## config.mk

```make
export PLATFORM = sky130hd
export DESIGN_NAME = imm_gen_pipe
export DESIGN_NICKNAME = d
export VERILOG_FILES = /design/src/rtl/imm_pkg.sv /design/src/rtl/imm_decode_comb.sv /design/src/rtl/imm_gen_pipe.sv
export SDC_FILE = /design/constraint.sdc
export NUM_CORES = 1
export LEC_CHECK = 0
export BUFFER_PORTS_ARGS = -buffer_cell sky130_fd_sc_hd__buf_2
export CAP_MARGIN = 20
export CORE_MARGIN = 3
export CORE_UTILIZATION = 26
export CTS_BUF_LIST = sky130_fd_sc_hd__clkbuf_8
export CTS_CLUSTER_DIAMETER = 150
export CTS_CLUSTER_SIZE = 8
export DETAILED_ROUTE_END_ITERATION = 12
export PLACE_DENSITY = 0.55
export SETUP_SLACK_MARGIN = 0.3
export SLEW_MARGIN = 15
export SYNTH_ARGS = -nofsm -noshare
export SYNTH_HDL_FRONTEND = slang
export SYNTH_SLANG_ARGS = --single-unit
```

## constraint.sdc

```tcl
create_clock -name clk -period 3.1 [get_ports clk]
set_clock_uncertainty 0.15 [all_clocks]
set_input_delay 0.62 -clock clk [delete_from_list [all_inputs] [get_ports clk]]
set_output_delay 0.62 -clock clk [all_outputs]
set_load 0.02 [all_outputs]
```

## src/rtl/imm_pkg.sv

```systemverilog
// imm_pkg: opcode, immediate-format and skid-state definitions shared by the immediate generator
package imm_pkg;
  localparam logic [6:0] OPC_LOAD    = 7'b0000011;
  localparam logic [6:0] OPC_OPIMM   = 7'b0010011;
  localparam logic [6:0] OPC_OPIMM32 = 7'b0011011;
  localparam logic [6:0] OPC_STORE   = 7'b0100011;
  localparam logic [6:0] OPC_BRANCH  = 7'b1100011;
  localparam logic [6:0] OPC_LUI     = 7'b0110111;
  localparam logic [6:0] OPC_AUIPC   = 7'b0010111;
  localparam logic [6:0] OPC_JAL     = 7'b1101111;
  localparam logic [6:0] OPC_JALR    = 7'b1100111;
  localparam logic [6:0] OPC_SYSTEM  = 7'b1110011;
  localparam logic [2:0] FMT_NONE  = 3'd0;
  localparam logic [2:0] FMT_I     = 3'd1;
  localparam logic [2:0] FMT_S     = 3'd2;
  localparam logic [2:0] FMT_B     = 3'd3;
  localparam logic [2:0] FMT_U     = 3'd4;
  localparam logic [2:0] FMT_J     = 3'd5;
  localparam logic [2:0] FMT_SHAMT = 3'd6;
  localparam logic [2:0] F3_SLL = 3'b001;
  localparam logic [2:0] F3_SR  = 3'b101;
  typedef enum logic [1:0] {SKID_EMPTY, SKID_ONE, SKID_TWO} skid_state_e;
endpackage

```

## src/rtl/imm_decode_comb.sv

```systemverilog
// imm_decode_comb: combinational RV32I/RV64I immediate decoder; IMM_ILLEGAL_EN adds the illegal flag
module imm_decode_comb
  import imm_pkg::*;
#(
  parameter int XLEN = 32
) (
  input  logic [31:0]     inst_i,
  output logic [XLEN-1:0] imm_o,
  output logic [2:0]      fmt_o
`ifdef IMM_ILLEGAL_EN
  , output logic          illegal_o
`endif
);
  logic [6:0]  opc;
  logic [2:0]  f3;
  logic        opimm32;
  logic        opimm;
  logic        shift;
  logic        wide_sh;
  logic [2:0]  fmt_raw;
  logic [31:0] imm32;
  always_comb begin
    opc     = inst_i[6:0];
    f3      = inst_i[14:12];
    opimm32 = (XLEN == 64) && (opc == OPC_OPIMM32);
    opimm   = (opc == OPC_OPIMM) || opimm32;
    shift   = opimm && (f3 == F3_SLL || f3 == F3_SR);
    // only 64-bit OP-IMM shifts use a 6-bit shamt; the word forms stay at 5 bits
    wide_sh = (XLEN == 64) && (opc == OPC_OPIMM);
    fmt_raw = shift ? FMT_SHAMT :
              (opimm || opc == OPC_LOAD || opc == OPC_JALR || opc == OPC_SYSTEM) ? FMT_I :
              (opc == OPC_STORE) ? FMT_S :
              (opc == OPC_BRANCH) ? FMT_B :
              (opc == OPC_LUI || opc == OPC_AUIPC) ? FMT_U :
              (opc == OPC_JAL) ? FMT_J : FMT_NONE;
    imm32   = (fmt_raw == FMT_I) ? {{20{inst_i[31]}}, inst_i[31:20]} :
              (fmt_raw == FMT_S) ? {{20{inst_i[31]}}, inst_i[31:25], inst_i[11:7]} :
              (fmt_raw == FMT_B) ? {{20{inst_i[31]}}, inst_i[7], inst_i[30:25], inst_i[11:8], 1'b0} :
              (fmt_raw == FMT_U) ? {inst_i[31:12], 12'b0} :
              (fmt_raw == FMT_J) ? {{12{inst_i[31]}}, inst_i[19:12], inst_i[20], inst_i[30:21], 1'b0} :
              (fmt_raw == FMT_SHAMT) ? {26'b0, wide_sh & inst_i[25], inst_i[24:20]} : 32'b0;
  end
`ifdef IMM_ILLEGAL_EN
  assign illegal_o = (fmt_raw == FMT_NONE) || (inst_i[1:0] != 2'b11) ||
                     ((XLEN == 32) && shift && inst_i[25]);
  assign fmt_o     = illegal_o ? FMT_NONE : fmt_raw;
  assign imm_o     = illegal_o ? '0 : XLEN'($signed(imm32));
`else
  assign fmt_o     = fmt_raw;
  assign imm_o     = XLEN'($signed(imm32));
`endif
endmodule

```

## src/rtl/imm_gen_pipe.sv

```systemverilog
// imm_gen_pipe: immediate decoder behind a 2-entry valid/ready skid buffer
// IMM_ILLEGAL_EN adds out_illegal, registered alongside each entry
module imm_gen_pipe
  import imm_pkg::*;
#(
  parameter int XLEN  = 32,
  parameter int TAG_W = 8
) (
  input  logic             clk,
  input  logic             reset,
  input  logic             flush,
  input  logic             in_valid,
  output logic             in_ready,
  input  logic [31:0]      in_inst,
  input  logic [TAG_W-1:0] in_tag,
  output logic             out_valid,
  input  logic             out_ready,
  output logic [XLEN-1:0]  out_imm,
  output logic [2:0]       out_fmt,
  output logic [TAG_W-1:0] out_tag
`ifdef IMM_ILLEGAL_EN
  , output logic           out_illegal
`endif
);
`ifdef IMM_ILLEGAL_EN
  localparam int PW = XLEN + 3 + TAG_W + 1;
`else
  localparam int PW = XLEN + 3 + TAG_W;
`endif
  logic [XLEN-1:0] dec_imm;
  logic [2:0]      dec_fmt;
  logic [PW-1:0]   dec_pl;
  logic [PW-1:0]   main_q, main_d, skid_q, skid_d;
  logic            rdy_q, rdy_d;
  logic            acc, drn;
  skid_state_e     state_q, state_d;
`ifdef IMM_ILLEGAL_EN
  logic            dec_ill;
  imm_decode_comb #(.XLEN(XLEN)) u_dec (
    .inst_i(in_inst), .imm_o(dec_imm), .fmt_o(dec_fmt), .illegal_o(dec_ill)
  );
  assign dec_pl = {dec_ill, dec_imm, dec_fmt, in_tag};
  assign {out_illegal, out_imm, out_fmt, out_tag} = main_q;
`else
  imm_decode_comb #(.XLEN(XLEN)) u_dec (
    .inst_i(in_inst), .imm_o(dec_imm), .fmt_o(dec_fmt)
  );
  assign dec_pl = {dec_imm, dec_fmt, in_tag};
  assign {out_imm, out_fmt, out_tag} = main_q;
`endif
  always_ff @(posedge clk or posedge reset) begin
    if (reset) begin
      state_q <= SKID_EMPTY;
      rdy_q   <= 1'b0;
      main_q  <= '0;
      skid_q  <= '0;
    end else begin
      state_q <= state_d;
      rdy_q   <= rdy_d;
      main_q  <= main_d;
      skid_q  <= skid_d;
    end
  end
  always_comb begin
    acc     = in_valid & rdy_q;
    drn     = out_valid & out_ready;
    state_d = flush ? SKID_EMPTY :
              (state_q == SKID_EMPTY) ? (acc ? SKID_ONE : SKID_EMPTY) :
              (state_q == SKID_ONE) ? ((acc & ~drn) ? SKID_TWO : (~acc & drn) ? SKID_EMPTY : SKID_ONE) :
              (drn ? SKID_ONE : SKID_TWO);
    // accept-with-drain in ONE overwrites main directly so the stream never stalls
    main_d  = (state_q == SKID_TWO) ? (drn ? skid_q : main_q) :
              (acc & ((state_q == SKID_EMPTY) | drn)) ? dec_pl : main_q;
    skid_d  = ((state_q == SKID_ONE) & acc & ~drn) ? dec_pl : skid_q;
    rdy_d   = (state_d != SKID_TWO);
  end
  always_comb begin
    out_valid = (state_q != SKID_EMPTY);
    in_ready  = rdy_q;
  end
endmodule

```

# Word level (Yosys, flattened, before mapping)
# Index checks and enable logic that the tools add are counted.
[totals]
register_bits = 89
mem_bits_ro = 0
latchBits = 0
ramBits = 0
inputBits = 45
out_inout_bits = 45
wordCells = 67
mem_count = 0
[op_classes]
addsub = 0
n_bitwise = 10
magnitude_cmp = 0
n_reduce_logical = 10
n_eq_ne = 21
shift = 0
n_div = 0
mux = 22
n_mul = 0
[op_table]
columns = ["op", "count"]
rows = [
  ["$mux 32", 5],
  ["$mux 43", 3],
  ["$eq 7x7->1 const B", 4],
  ["$mux 3", 6],
  ["$eq 7x5->1 const B", 2],
  ["$eq 7x6->1 const B", 2],
  ["$eq 3x3->1 const B", 4],
  ["$mux 2", 5],
  ["$and 1x1->1", 7],
  ["$eq 7x2->1 const B", 1],
  ["$eq 3x1->1 const B", 2],
  ["$eq 3x2->1 const B", 2],
  ["$logic_or 1x1->1", 5],
  ["$mux 5", 1],
  ["$ne 2x2->1 const B", 2],
  ["$reduce_bool 2->1", 2],
  ["$eq 2x1->1 const B", 1],
  ["$eq 2x2->1 const B", 1],
  ["$logic_not 2->1", 1],
  ["$mux 1", 2],
  ["$not 1->1", 2],
  ["$reduce_and 2->1", 1],
  ["$logic_and 1x1->1", 1],
  ["$or 1x1->1", 1],
]

# Longest topological paths before layout
# Gate-level depths: netlist of run 1.
[logic_depth]
ltp_word = 16
mapped_depth = 8
ltp_nobuf = 6

# By module
# From an unflattened synthesis of run 1, not the netlist that was laid out.
[hier_totals]
cells_unflattened = 387
area_unflattened_um2 = 4367.9
[modules_own_cells]
columns = ["mod", "n_inst", "area_per_inst_um2", "cells_each", "seq_area_each_um2"]
rows = [
  ["imm_gen_pipe", 1, 3791.1, 297, 2227.1],
  ["imm_decode_comb", 1, 576.8, 90, 0.0],
]

# Worst setup path before layout of run 1
# No wires, ideal clock.
[synth_timing]
path_kind = "in2reg"
from = "input port in_inst[6]"
to = "register main_q[23]"
path_slack_ps = 993
setup_ps = 128
cell_stages = 7
arrival_ps = 1829
t_required_ps = 2822
cell_sequence = "buf_2 or3b_1 a21oi_2 nand4b_4 and3_1 buf_6 a211oi_2"
[synth_between]
elab_chain_len = 15
word_cells_on_any_way = 32
cone_classes = "14 x eq/ne; 13 x mux; 5 x reduce/logical"
[synth_rtl]
columns = ["element", "line", "text"]
rows = [
  ["from (decl)", "imm_gen_pipe.sv:14", "input logic [31:0] in_inst,"],
  ["$eq 7x7->1, or another cell as far along", "imm_decode_comb.sv:35", "(opc == OPC_JAL) ? FMT_J : FMT_NONE;"],
  ["$mux 3 / $logic_or 1x1->1 (equally long branches)", "imm_decode_comb.sv:35, imm_decode_comb.sv:34", ""],
  ["$mux 3", "imm_decode_comb.sv:34", "(opc == OPC_LUI || opc == OPC_AUIPC) ? FMT_U :"],
  ["$mux 3", "imm_decode_comb.sv:33", "(opc == OPC_BRANCH) ? FMT_B :"],
  ["$mux 3", "imm_decode_comb.sv:32", "(opc == OPC_STORE) ? FMT_S :"],
  ["$mux 3", "imm_decode_comb.sv:31", "(opimm || opc == OPC_LOAD || opc == OPC_JALR || opc == OPC_SYSTEM) ? FMT_I :"],
  ["$mux 3 *", "imm_decode_comb.sv:30", "fmt_raw = shift ? FMT_SHAMT :"],
  ["$eq 3x3->1", "imm_decode_comb.sv:40", "(fmt_raw == FMT_J) ? {{12{inst_i[31]}}, inst_i[19:12], inst_i[20], inst_i[30:21], 1'b0} :"],
  ["$mux 32", "imm_decode_comb.sv:40", ""],
  ["$mux 32", "imm_decode_comb.sv:39", "(fmt_raw == FMT_U) ? {inst_i[31:12], 12'b0} :"],
  ["$mux 32", "imm_decode_comb.sv:38", "(fmt_raw == FMT_B) ? {{20{inst_i[31]}}, inst_i[7], inst_i[30:25], inst_i[11:8], 1'b0} :"],
  ["$mux 32", "imm_decode_comb.sv:37", "(fmt_raw == FMT_S) ? {{20{inst_i[31]}}, inst_i[31:25], inst_i[11:7]} :"],
  ["$mux 32 *", "imm_decode_comb.sv:36", "imm32 = (fmt_raw == FMT_I) ? {{20{inst_i[31]}}, inst_i[31:20]} :"],
  ["$mux 43 *", "imm_gen_pipe.sv:73", "(acc & ((state_q == SKID_EMPTY) | drn)) ? dec_pl : main_q;"],
  ["$mux 43 *", "imm_gen_pipe.sv:72", "main_d = (state_q == SKID_TWO) ? (drn ? skid_q : main_q) :"],
  ["to (signal assigned)", "imm_gen_pipe.sv:60", "main_q <= main_d;"],
  ["to (decl)", "imm_gen_pipe.sv:33", "logic [PW-1:0] main_q, main_d, skid_q, skid_d;"],
]
# Mark *: on every way between the ends. The rest lies on a longest branch, timed or not. The select of a mux whose other input is x is not followed.
# A chain may end at the register's enable or synchronous reset.

# Worst setup path after layout of run 1
[layout_timing]
from = "register state_q[0]"
to = "register main_q[23]"
[layout_between]
elab_chain_len = 6
word_cells_on_any_way = 10
cone_classes = "2 x eq/ne; 1 x mux; 3 x bitwise; 4 x reduce/logical"
[layout_rtl]
columns = ["element", "line", "text"]
rows = [
  ["from (decl)", "imm_gen_pipe.sv:36", "skid_state_e state_q, state_d;"],
  ["from (signal assigned)", "imm_gen_pipe.sv:58", "state_q <= state_d;"],
  ["$reduce_bool 2->1", "imm_gen_pipe.sv:78", "out_valid = (state_q != SKID_EMPTY);"],
  ["$and 1x1->1", "imm_gen_pipe.sv:66", "drn = out_valid & out_ready;"],
  ["$or 1x1->1", "imm_gen_pipe.sv:73", ""],
  ["$and 1x1->1", "imm_gen_pipe.sv:73", ""],
  ["$reduce_bool 2->1 (no line)", "-", ""],
  ["$reduce_and 2->1 (no line)", "-", ""],
]
# Parallel ways exist; a longest one is shown, timed or not.

==> run_results.csv, run 1 <==
group,metric,value,unit
cells_and_area,diodes,0,
critical_path,cp-end-kind,"flop",
critical_path,ff2ff_path_depth,5,
power,p_seq_share,49.0,%
clock_network,cts_setup_buffers,0,
route,dr.pass1.iters,4,
clock_network,htree_num_levels,3,
floorplan,die_y,134.4,um
cells_and_area,area_growth,19.53,%
critical_path,startpoint_type,"flop",
critical_path,cpPeakStageDelay,0.51,ns
critical_path,reg2reg_from,"state_q[0]$_DFF_PP0_",
synth,syn-num-nets,513,
clock_network,cts_tree,"done",
floorplan,pin_count,90,
placed_design,place_area,0.004928,mm^2
synth,netlist_instances,467,
run,maxCapViolCount,0,
critical_path,crit_path_end,"main_q[23]$_DFFE_PP0P_",
sta,slew_violations,0,
critical_path,crit_type,"flop to flop",
critical_path,crit_required,3.16,ns
floorplan,start_util,26.79,%
critical_path,timing.rr.end,"main_q[23]$_DFFE_PP0P_",
power,p_clk_share,24.9,%
power,vdd_drop_max,0.2946,mV
synth,async_flop_share,100.0,%
clock_network,clk_path_buf_depth,2,
cells_and_area,nets,592,
sta,fmax,453.6,MHz
synth,yosys_most_used_dff,"dfrtp_1",
critical_path,crit_start,"state_q[0]$_DFF_PP0_",
route,vias_per_cell,4.829,
route,dr_total_vias,3699,
floorplan,core,0.01600,mm^2
power,switchingPower,1.104,mW
synth,yosys_warnings,0,
power,leakage,2.332,nW
critical_path,cp.arrival,2.27,ns
global_routing,grt_pass1_vias,3728,
global_routing,grt_pass1_wl,20210,um
synth,syn_area,0.004287,mm^2
critical_path,crit_buf_inv,0,
cells_and_area,utilization,32.02,%
clock_network,cts_resized,0,
global_routing,antenna_found_initial,1,
placed_design,globalplace.congestion,0.8117,
critical_path,worstPathCellList,"or2_4, o211a_4, nor2_1, and3_1, a211oi_2",
global_routing,grtUsageMet3,3.751,%
floorplan,die_x,134.4,um
placed_design,dp_hpwl,8540,um
cells_and_area,num-fill-cells,1722,
power,switching_share,34.14,%
global_routing,grt_start_max_net_pins,60,
global_routing,grtUsageMet1,18.99,%
cells_and_area,layout_common_cells,"93 x nand2_1, 89 x dfrtp_1, 89 x buf_2, 58 x nor2_1, 37 x a31oi_1",
synth,synth.avg_cell_area,9.179,um^2
clock_network,postCtsHoldBufs,0,
route,drt_wl_total,12370,um
cells_and_area,drive_gt1_share,26.18,%
cells_and_area,final_common_cell,"nand2_1",
sta,worstMarginPinSlew,0.7302,ns
critical_path,rrSetupSlack,0.90,ns
clock_network,clk_pin_slew,0.09,ns
global_routing,use_met2,22.40,%
outcome,run_status,"finished clean",
power,pwr-share-comb,26.2,%
global_routing,grt-busiest-layer,"met2",
route,routedWlPerCell,16.15,um
sta,slew_headroom,51.22,%
synth,synth_edf_count,0,
synth,synth.distinct_cells,52,
route,drt_iter0_markers,177,
power,p_int,2.130,mW
clock_network,root_buffer,"clkbuf_8",
sta,setup_violations,0,
clock_network,clock-sinks,89,
critical_path,cp_num_cells,5,
cells_and_area,final_cell_area,0.005124,mm^2
sta,fin_setup_tns,0,ns
synth,synth_seq_cells,89,
sta,final_hold_viol_count,0,
sta,period_share,71.11,%
route,drtAntennaViolNets,0,
route,drc,0,
floorplan,die-area,0.01806,mm^2
sta,period_needed,2.204,ns
global_routing,grt_overflow_total,0,
clock_network,numCtsBuffers,9,
floorplan,num_rows,46,
sta,rsz0062_at_grt,"no",
critical_path,cp_slowest_cell,"and3_1",
hold_path,hp-class,"input port to asynchronous set/reset pin",
power,power_density,631.3,mW/mm^2
critical_path,cp_max_fo,12,
synth,ys_seq_area_share,51.96,%
placed_design,portBuffers,89,
clock_network,insertion_delay,0.36,ns
global_routing,grt_usage,14.19,%
critical_path,crit_family,"simple AND/OR/NAND/NOR gates",
-- worst reg2reg max path, cell delays in order (launching register included) --
cell	delay (ns)
dfrtp_1	0.48
or2_4	0.32
o211a_4	0.29
nor2_1	0.16
and3_1	0.51
a211oi_2	0.14
-- power by group through the flow --
stage,logic (mW),clock network (mW),registers [mW]
after floorplan,0.445,0,1.71
after global placement,0.833,0,1.60
after detailed placement,0.859,0,1.61
after CTS,0.862,0.831,1.58
after global routing,0.946,0.879,1.62
final,0.847,0.804,1.58
-- cell usage after synthesis (2+ instances only) --
cell type,n,share of area [%]
nand2b_1,2,0.29
buf_6,6,1.6
nand3_1,17,2.0
o31ai_1,3,0.53
a21o_1,5,0.88
o21ai_0,23,2.7
nor3_1,13,1.5
buf_2,7,0.82
a211oi_1,3,0.53
o21ai_1,2,0.23
nor2_1,58,5.1
inv_1,5,0.44
clkbuf_1,15,1.3
dfrtp_1,89,52
nand2_1,93,8.1
and3_1,3,0.44
buf_4,3,0.53
a21oi_1,28,3.3
a31oi_1,37,5.4
a211oi_2,8,2.3
nor2_2,2,0.29
or3_1,12,1.8
a21oi_2,4,0.82
-- registers in the layout, summed over array words and instances, names as in the netlist --
name and cells:
in_ready 1, main_q 43, skid_q 43, state_q 2
-- worst min-delay path by stage --
| stage | startpoint | to | slack [ns] |
|---|---|---|---|
| floorplan | skid_q[16]$_DFFE_PP0P_ | skid_q[16]$_DFFE_PP0P_ | 0.29 |
| global placement | skid_q[16]$_DFFE_PP0P_ | skid_q[16]$_DFFE_PP0P_ | 0.30 |
| detailed placement | skid_q[21]$_DFFE_PP0P_ | skid_q[21]$_DFFE_PP0P_ | 0.31 |
| CTS | reset | main_q[18]$_DFFE_PP0P_ | 0.21 |
| global route | reset | main_q[18]$_DFFE_PP0P_ | 0.24 |
| finish | reset | main_q[18]$_DFFE_PP0P_ | 0.21 |
-- layer usage --
layer / share of wire [%] / vias to the layer above / wire length (um)
met4: 1.5 / 2 / 190
met2: 47 / 87 / 5802
li1: - / 1795 / -
met1: 46 / 1800 / 5746
met5: 0.089 / - / 11
met3: 5.0 / 15 / 623
-- cell families after synthesis --
family	after synthesis	share of synthesized area, %
simple gates	217	23.76
compound gates	122	18.91
flops	89	51.96
buf+inv	37	4.874
xor+xnor	1	0.2044
fa+ha+maj	1	0.2918
-- final cells by class --
cell class,instances,area [um^2],area share (%)
inverters,5,22.52,0.4396
clock buffers,10,137.6,2.686
multi-input cells,341,1868,36.46
well taps,216,270.3,5.275
repair buffers,100,540.5,10.55
clock inverters,5,57.56,1.123
flip-flops and latches,89,2227,43.47
-- through the flow --
stage	power, mW	hold slack [ns]	worst slack (ns)	std cells
6_report	3.234	0.2107	0.8955	766
5_1_grt	3.445	0.2420	0.7311	766
4_1_cts	3.276	0.2123	0.9062	766
3_5_place_dp	2.466	0.3068	0.6102	751
3_3_place_gp	2.429	0.3006	0.6970	751
2_1_floorplan	2.157	0.2891	0.9934	467
(Power assumes the default switching activity.)
==> run 2: changes to the inputs <==
ABC_AREA = 1   (was not set)
PLACE_DENSITY = 0.54   (was 0.55)
clock period = 2.02 ns   (was 3.1 ns; I/O delays follow)
==> run_results.csv, run 2 <==
group,metric,value,unit
sta,fmax,593.7,MHz
clock_network,clk_path_buf_depth,2,
route,drt_iter0_markers,292,
cells_and_area,nets,761,
sta,period_share,83.38,%
synth,yosys.area.top_type,"dfrtp_1",
synth,synth.avg_cell_area,7.568,um^2
cells_and_area,area_growth,25.85,%
placed_design,dp_hpwl,9230,um
route,drt_wl_total,13270,um
critical_path,cp-end-kind,"output port",
sta,setup_violations,0,
power,power,5.309,mW
global_routing,antenna_found_initial,0,
critical_path,cp_max_fo,3,
cells_and_area,drive_gt1_share,24.86,%
synth,syn-num-nets,662,
floorplan,pin_count,90,
sta,slew_violations,0,
global_routing,grt_overflow_total,0,
run,maxCapViolCount,0,
clock_network,numCtsBuffers,9,
floorplan,die-area,0.01957,mm^2
route,dr_total_vias,4295,
route,routedWlPerCell,14.04,um
global_routing,grt_start_max_net_pins,67,
synth,syn_area,0.004662,mm^2
synth,yosys-top-cells-area,"dfrtp_1 48%, nand2_1 15%, nor2_1 8.9%, nand3_1 6.2%, a31oi_1 3.8%",
sta,fin_setup_tns,0,ns
critical_path,cp.arrival,1.13,ns
clock_network,clock-sinks,89,
power,leakage,3.244,nW
global_routing,grt_usage,13.64,%
placed_design,portBuffers,89,
synth,synth.most_common_cell,"nand2_1",
clock_network,clk_pin_slew,0.09,ns
clock_network,root_buffer,"clkbuf_8",
floorplan,num_rows,48,
route,vias_per_cell,4.545,
critical_path,startpoint_type,"flop",
outcome,run_status,"finished clean",
global_routing,grt_pass1_wl,21600,um
clock_network,htree_num_levels,3,
global_routing,grt_pass1_vias,4034,
synth,yosys_most_used_dff,"dfrtp_1",
clock_network,cts_tree,"done",
critical_path,crit_type,"flop to output port",
synth,async_flop_share,100.0,%
synth,synth_seq_cells,89,
route,drc,0,
route,dr.pass1.iters,4,
cells_and_area,diodes,0,
sta,slew_headroom,69.89,%
placed_design,globalplace.congestion,0.8906,
sta,final_hold_viol_count,0,
cells_and_area,reg_top3,"main_q x43, skid_q x43, state_q x2",
floorplan,die_y,139.9,um
critical_path,crit_required,1.47,ns
floorplan,core,0.01742,mm^2
synth,ys_seq_area_share,47.77,%
synth,synth.top_cell.area_share,47.77,%
power,power_density,904.9,mW/mm^2
sta,rsz0062_at_grt,"yes",
cells_and_area,layout_common_cells,"188 x nand2_1, 110 x nor2_1, 89 x dfrtp_1, 88 x buf_2, 58 x nand3_1",
synth,netlist_instances,616,
sta,worstMarginPinSlew,0.4510,ns
sta,period_needed,1.684,ns
synth,yosys_warnings,0,
route,drtAntennaViolNets,0,
floorplan,start_util,26.77,%
clock_network,insertion_delay,0.37,ns
hold_path,hp-class,"input port to flop",
synth,synth_common_cells,"190 x nand2_1, 111 x nor2_1, 89 x dfrtp_1, 58 x nand3_1, 28 x a31oi_1",
power,vdd_drop_max,0.3190,mV
synth,synth_edf_count,0,
floorplan,die_x,139.9,um
cells_and_area,final_common_cell,"nand2_1",
synth,synth.distinct_cells,32,
==> run 2: cell types whose count changed in the layout (fill, tap and decap cells not counted), sizes merged, moves of 11 or more <==
cell,before,now
nor2,60,117
a211oi,11,0
a21oi,32,17
nand3,17,68
buf,100,121
nor3,14,1
or3,12,0
inv,5,28
nand2,94,198
==> run 2: what timing repair did <==
item,CTS,global route
hold buffers,1,0
pin swaps,1,0
hold endpoints to repair,8,0
endpoints found under the setup margin,4,35
setup buffers,1,3
resized for setup,4,8
gates cloned,0,2
==> run 2: path summary, 6_finish.rpt <==
| path | start | depth (start not counted) | endpoint | slack, ns |
|---|---|---|---|---|
| min in group asynchronous | reset | 3 | main_q[29]$_DFFE_PP0P_ | 0.39 |
| max | state_q[0]$_DFF_PP0_ | 3 | out_valid | 0.34 |
| max reg2reg | state_q[1]$_DFF_PP0_ | 7 | skid_q[24]$_DFFE_PP0P_ | 0.39 |
| min reg2reg | main_q[39]$_DFFE_PP0P_ | 2 | main_q[39]$_DFFE_PP0P_ | 0.33 |
| min | flush | 2 | state_q[0]$_DFF_PP0_ | 0.09 |
| max in group asynchronous | reset | 4 | in_ready$_DFF_PP0_ | 0.83 |
==> run 2: area by class of cell <==
| cell class | count | area, um^2 |
|---|---|---|
| clock buffer | 11 | 151.4 |
| clock inverter | 5 | 78.83 |
| fill | 1915 | 11550 |
| inverter | 28 | 116.4 |
| multi-input combinational | 463 | 2168 |
| sequential | 89 | 2227 |
| tap | 225 | 281.5 |
| timing repair buffer | 124 | 843.3 |
==> run 2: critical path: stages, from the launching register on <==
cell and delay, ns:
dfrtp_1 0.42, nor2_2 0.13, inv_1 0.08, buf_6 0.13
==> run 2: cells by family after synthesis <==
kind of cell             after synthesis  synth area share (%)
AND/OR/NAND/NOR                      391                 36.80
flip-flops                            89                 47.77
AO/OA/AOI/OAI                         71                 8.884
buffers and inverters                 64                 6.280
adder cells (fa/ha/maj)                1                0.2683
==> run 2: per-stage QoR <==
stage	util (%)	hold WS [ns]	setup slack, ns	instance area (um^2)	cells
global placement	31.66	0.2361	0.1350	5514	922
finish	33.69	0.08826	0.3357	5867	945
detailed placement	31.66	0.2342	0.09540	5514	922
floorplan	-	0.2922	0.3779	4666	616
CTS	33.14	0.04569	0.2989	5772	940
global route	33.69	0.06180	0.2233	5867	945
==> run 2: report_power, final <==
part	internal (mW)	switching [mW]	total, mW
clock	0.761	0.670	1.43
combinational	0.547	0.892	1.44
sequential	2.22	0.219	2.44
==> run 2: routing by layer <==
metal	vias up	part of all wire [%]	GRT usage, %
met3	18	4.4	3.175
li1	2185	-	-
met4	0	1.4	3.774
met5	-	0	0
met2	95	45	20.74
met1	1997	49	19.50
==> run 3: changes to the inputs <==
ABC_AREA = 0   (was 1)
PLACE_DENSITY = 0.55   (was 0.54)
clock period = 1.4 ns   (was 2.02 ns; I/O delays follow)
==> run_results.csv, run 3 (same netlist as run 1, synthesis figures left out) <==
group,metric,value,unit
outcome,run_status,"complete, but fails checks",
outcome,violations,"negative setup slack",
global_routing,grt_overflow_total,0,
global_routing,grt_usage,16.12,%
clock_network,root_buffer,"clkbuf_8",
sta,fin_ws,-0.4724,ns
route,vias_per_cell,4.876,
placed_design,portBuffers,89,
placed_design,place_area,0.005558,mm^2
hold_path,hp-class,"input port to flop",
critical_path,crit_type,"flop to flop",
sta,slew_headroom,71.07,%
clock_network,insertion_delay,0.36,ns
global_routing,antenna_found_initial,0,
clock_network,cts_tree,"done",
critical_path,cp_max_fo,5,
cells_and_area,reg_top3,"main_q x43, skid_q x43, state_q x2",
cells_and_area,final_cell_area,0.007682,mm^2
sta,period_needed,1.872,ns
run,maxCapViolCount,0,
floorplan,num_rows,46,
cells_and_area,area_growth,79.22,%
critical_path,startpoint_type,"flop",
cells_and_area,final_common_cell,"dfrtp_1",
critical_path,cp-end-kind,"flop",
critical_path,crit_buf_inv,1,
power,leakage,3.412,nW
global_routing,grt_start_max_net_pins,46,
critical_path,cp.arrival,1.97,ns
global_routing,grt_pass1_wl,22930,um
sta,period_share,133.7,%
placed_design,globalplace.congestion,0.8388,
cells_and_area,drive_gt1_share,57.43,%
power,power_density,1169,mW/mm^2
critical_path,crit_required,1.50,ns
clock_network,numCtsBuffers,9,
cells_and_area,stdcell_count,902,
sta,final_hold_viol_count,0,
clock_network,htree_num_levels,3,
route,drtAntennaViolNets,0,
critical_path,cp_slowest_cell,"dfrtp_1",
floorplan,start_util,26.79,%
route,drt_wl_total,15940,um
critical_path,cpPeakStageDelay,0.41,ns
power,power,8.980,mW
floorplan,core,0.01600,mm^2
clock_network,clock-sinks,89,
power,vdd_drop_max,0.4977,mV
sta,rsz0062_at_grt,"yes",
sta,setup_violations,90,
global_routing,grt_pass1_vias,4452,
critical_path,crit_family,"simple AND/OR/NAND/NOR gates",
critical_path,worstPathCellList,"or2_4, o211a_4, buf_4, or3_1, o21ai_1, a21oi_2",
floorplan,die-area,0.01806,mm^2
floorplan,die_y,134.4,um
route,drc,0,
clock_network,clk_pin_slew,0.09,ns
route,dr_total_vias,4398,
cells_and_area,layout_common_cells,"87 x dfrtp_1, 83 x buf_4, 62 x buf_6, 51 x nand2_1, 44 x buf_2",
floorplan,pin_count,90,
sta,slew_violations,0,
floorplan,die_x,134.4,um
sta,worstMarginPinSlew,0.4320,ns
placed_design,place_inst,802,
route,drt_iter0_markers,281,
placed_design,dp_hpwl,9260,um
cells_and_area,diodes,0,
sta,fmax,534.1,MHz
route,routedWlPerCell,17.68,um
cells_and_area,nets,727,
clock_network,clk_path_buf_depth,2,
route,dr.pass1.iters,5,
-- run 3: changes by cell type in the layout (fill, tap and decap cells not counted), moves of 12 or more --
cell and change:
nand2_2 +16, nand2_4 +17, nor2_1 -73, nand2_1 -137, nand3_1 -45, inv_1 -15
buf_2 -44, buf_6 +60, o21ai_0 -13, a21oi_2 +19, buf_4 +59, buf_12 +12
-- run 3: path summary, 6_finish.rpt --
kind	startpoint	end	slack (ns)	depth (start not counted)
max	state_q[1]$_DFF_PP0_	main_q[31]$_DFFE_PP0P_	-0.47	6
min	in_inst[25]	skid_q[16]$_DFFE_PP0P_	0.02	3
max reg2reg	state_q[1]$_DFF_PP0_	main_q[31]$_DFFE_PP0P_	-0.47	6
min reg2reg	skid_q[9]$_DFFE_PP0P_	skid_q[9]$_DFFE_PP0P_	0.35	2
max in group asynchronous	reset	in_ready$_DFF_PP0_	0.46	4
min in group asynchronous	reset	main_q[17]$_DFFE_PP0P_	0.40	4
-- run 3: stage by stage --
stage / utilization, % / setup TNS (ns) / hold WS, ns / setup slack [ns]
6_report: 48.01 / -35.04 / 0.02316 / -0.4724
4_1_cts: 42.61 / -32.98 / 0.01965 / -0.4267
2_1_floorplan: - / -26.76 / 0.2023 / -0.4263
5_1_grt: 48.01 / -39.40 / 0.02517 / -0.5079
3_3_place_gp: 34.74 / -30.08 / 0.2491 / -0.4248
3_5_place_dp: 34.74 / -32.19 / 0.2487 / -0.4783
-- run 3: layer usage --
metal  routed length, um  GRT usage (%)  part of all wire (%)  vias to the layer above
met5                   0              0                     0                        -
met4                 393          5.826                   2.5                        0
met3                 746          2.288                   4.7                       25
met2                8087          27.82                    51                      123
met1                6717          20.60                    42                     2178
li1                    -              -                     -                     2072
-- run 3: area by class of cell --
type,instances,area (um^2)
fill,1466,8318
multi-input combinational,341,2519
timing repair buffer,235,2465
sequential,89,2230
tap,216,270.3
clock buffer,10,137.6
clock inverter,6,36.28
inverter,5,25.02
-- run 3: power breakdown --
group / switching (mW) / internal (mW) / total (mW)
Clock: 0.936 / 0.682 / 1.62
Sequential: 0.478 / 3.18 / 3.66
Combinational: 1.69 / 2.01 / 3.70
-- run 3: tightest hold or removal path: stages --
cell and delay, ns:
buf_2 0.12, nand3_2 0.06, nand2_2 0.04
-- run 3: timing repair --
action	CTS	global route
gates cloned	11	6
hold endpoints to repair	99	0
buffers inserted	30	27
endpoints found under the setup margin	134	134
hold buffers	10	0
resized for setup	143	136
pin swaps	10	28
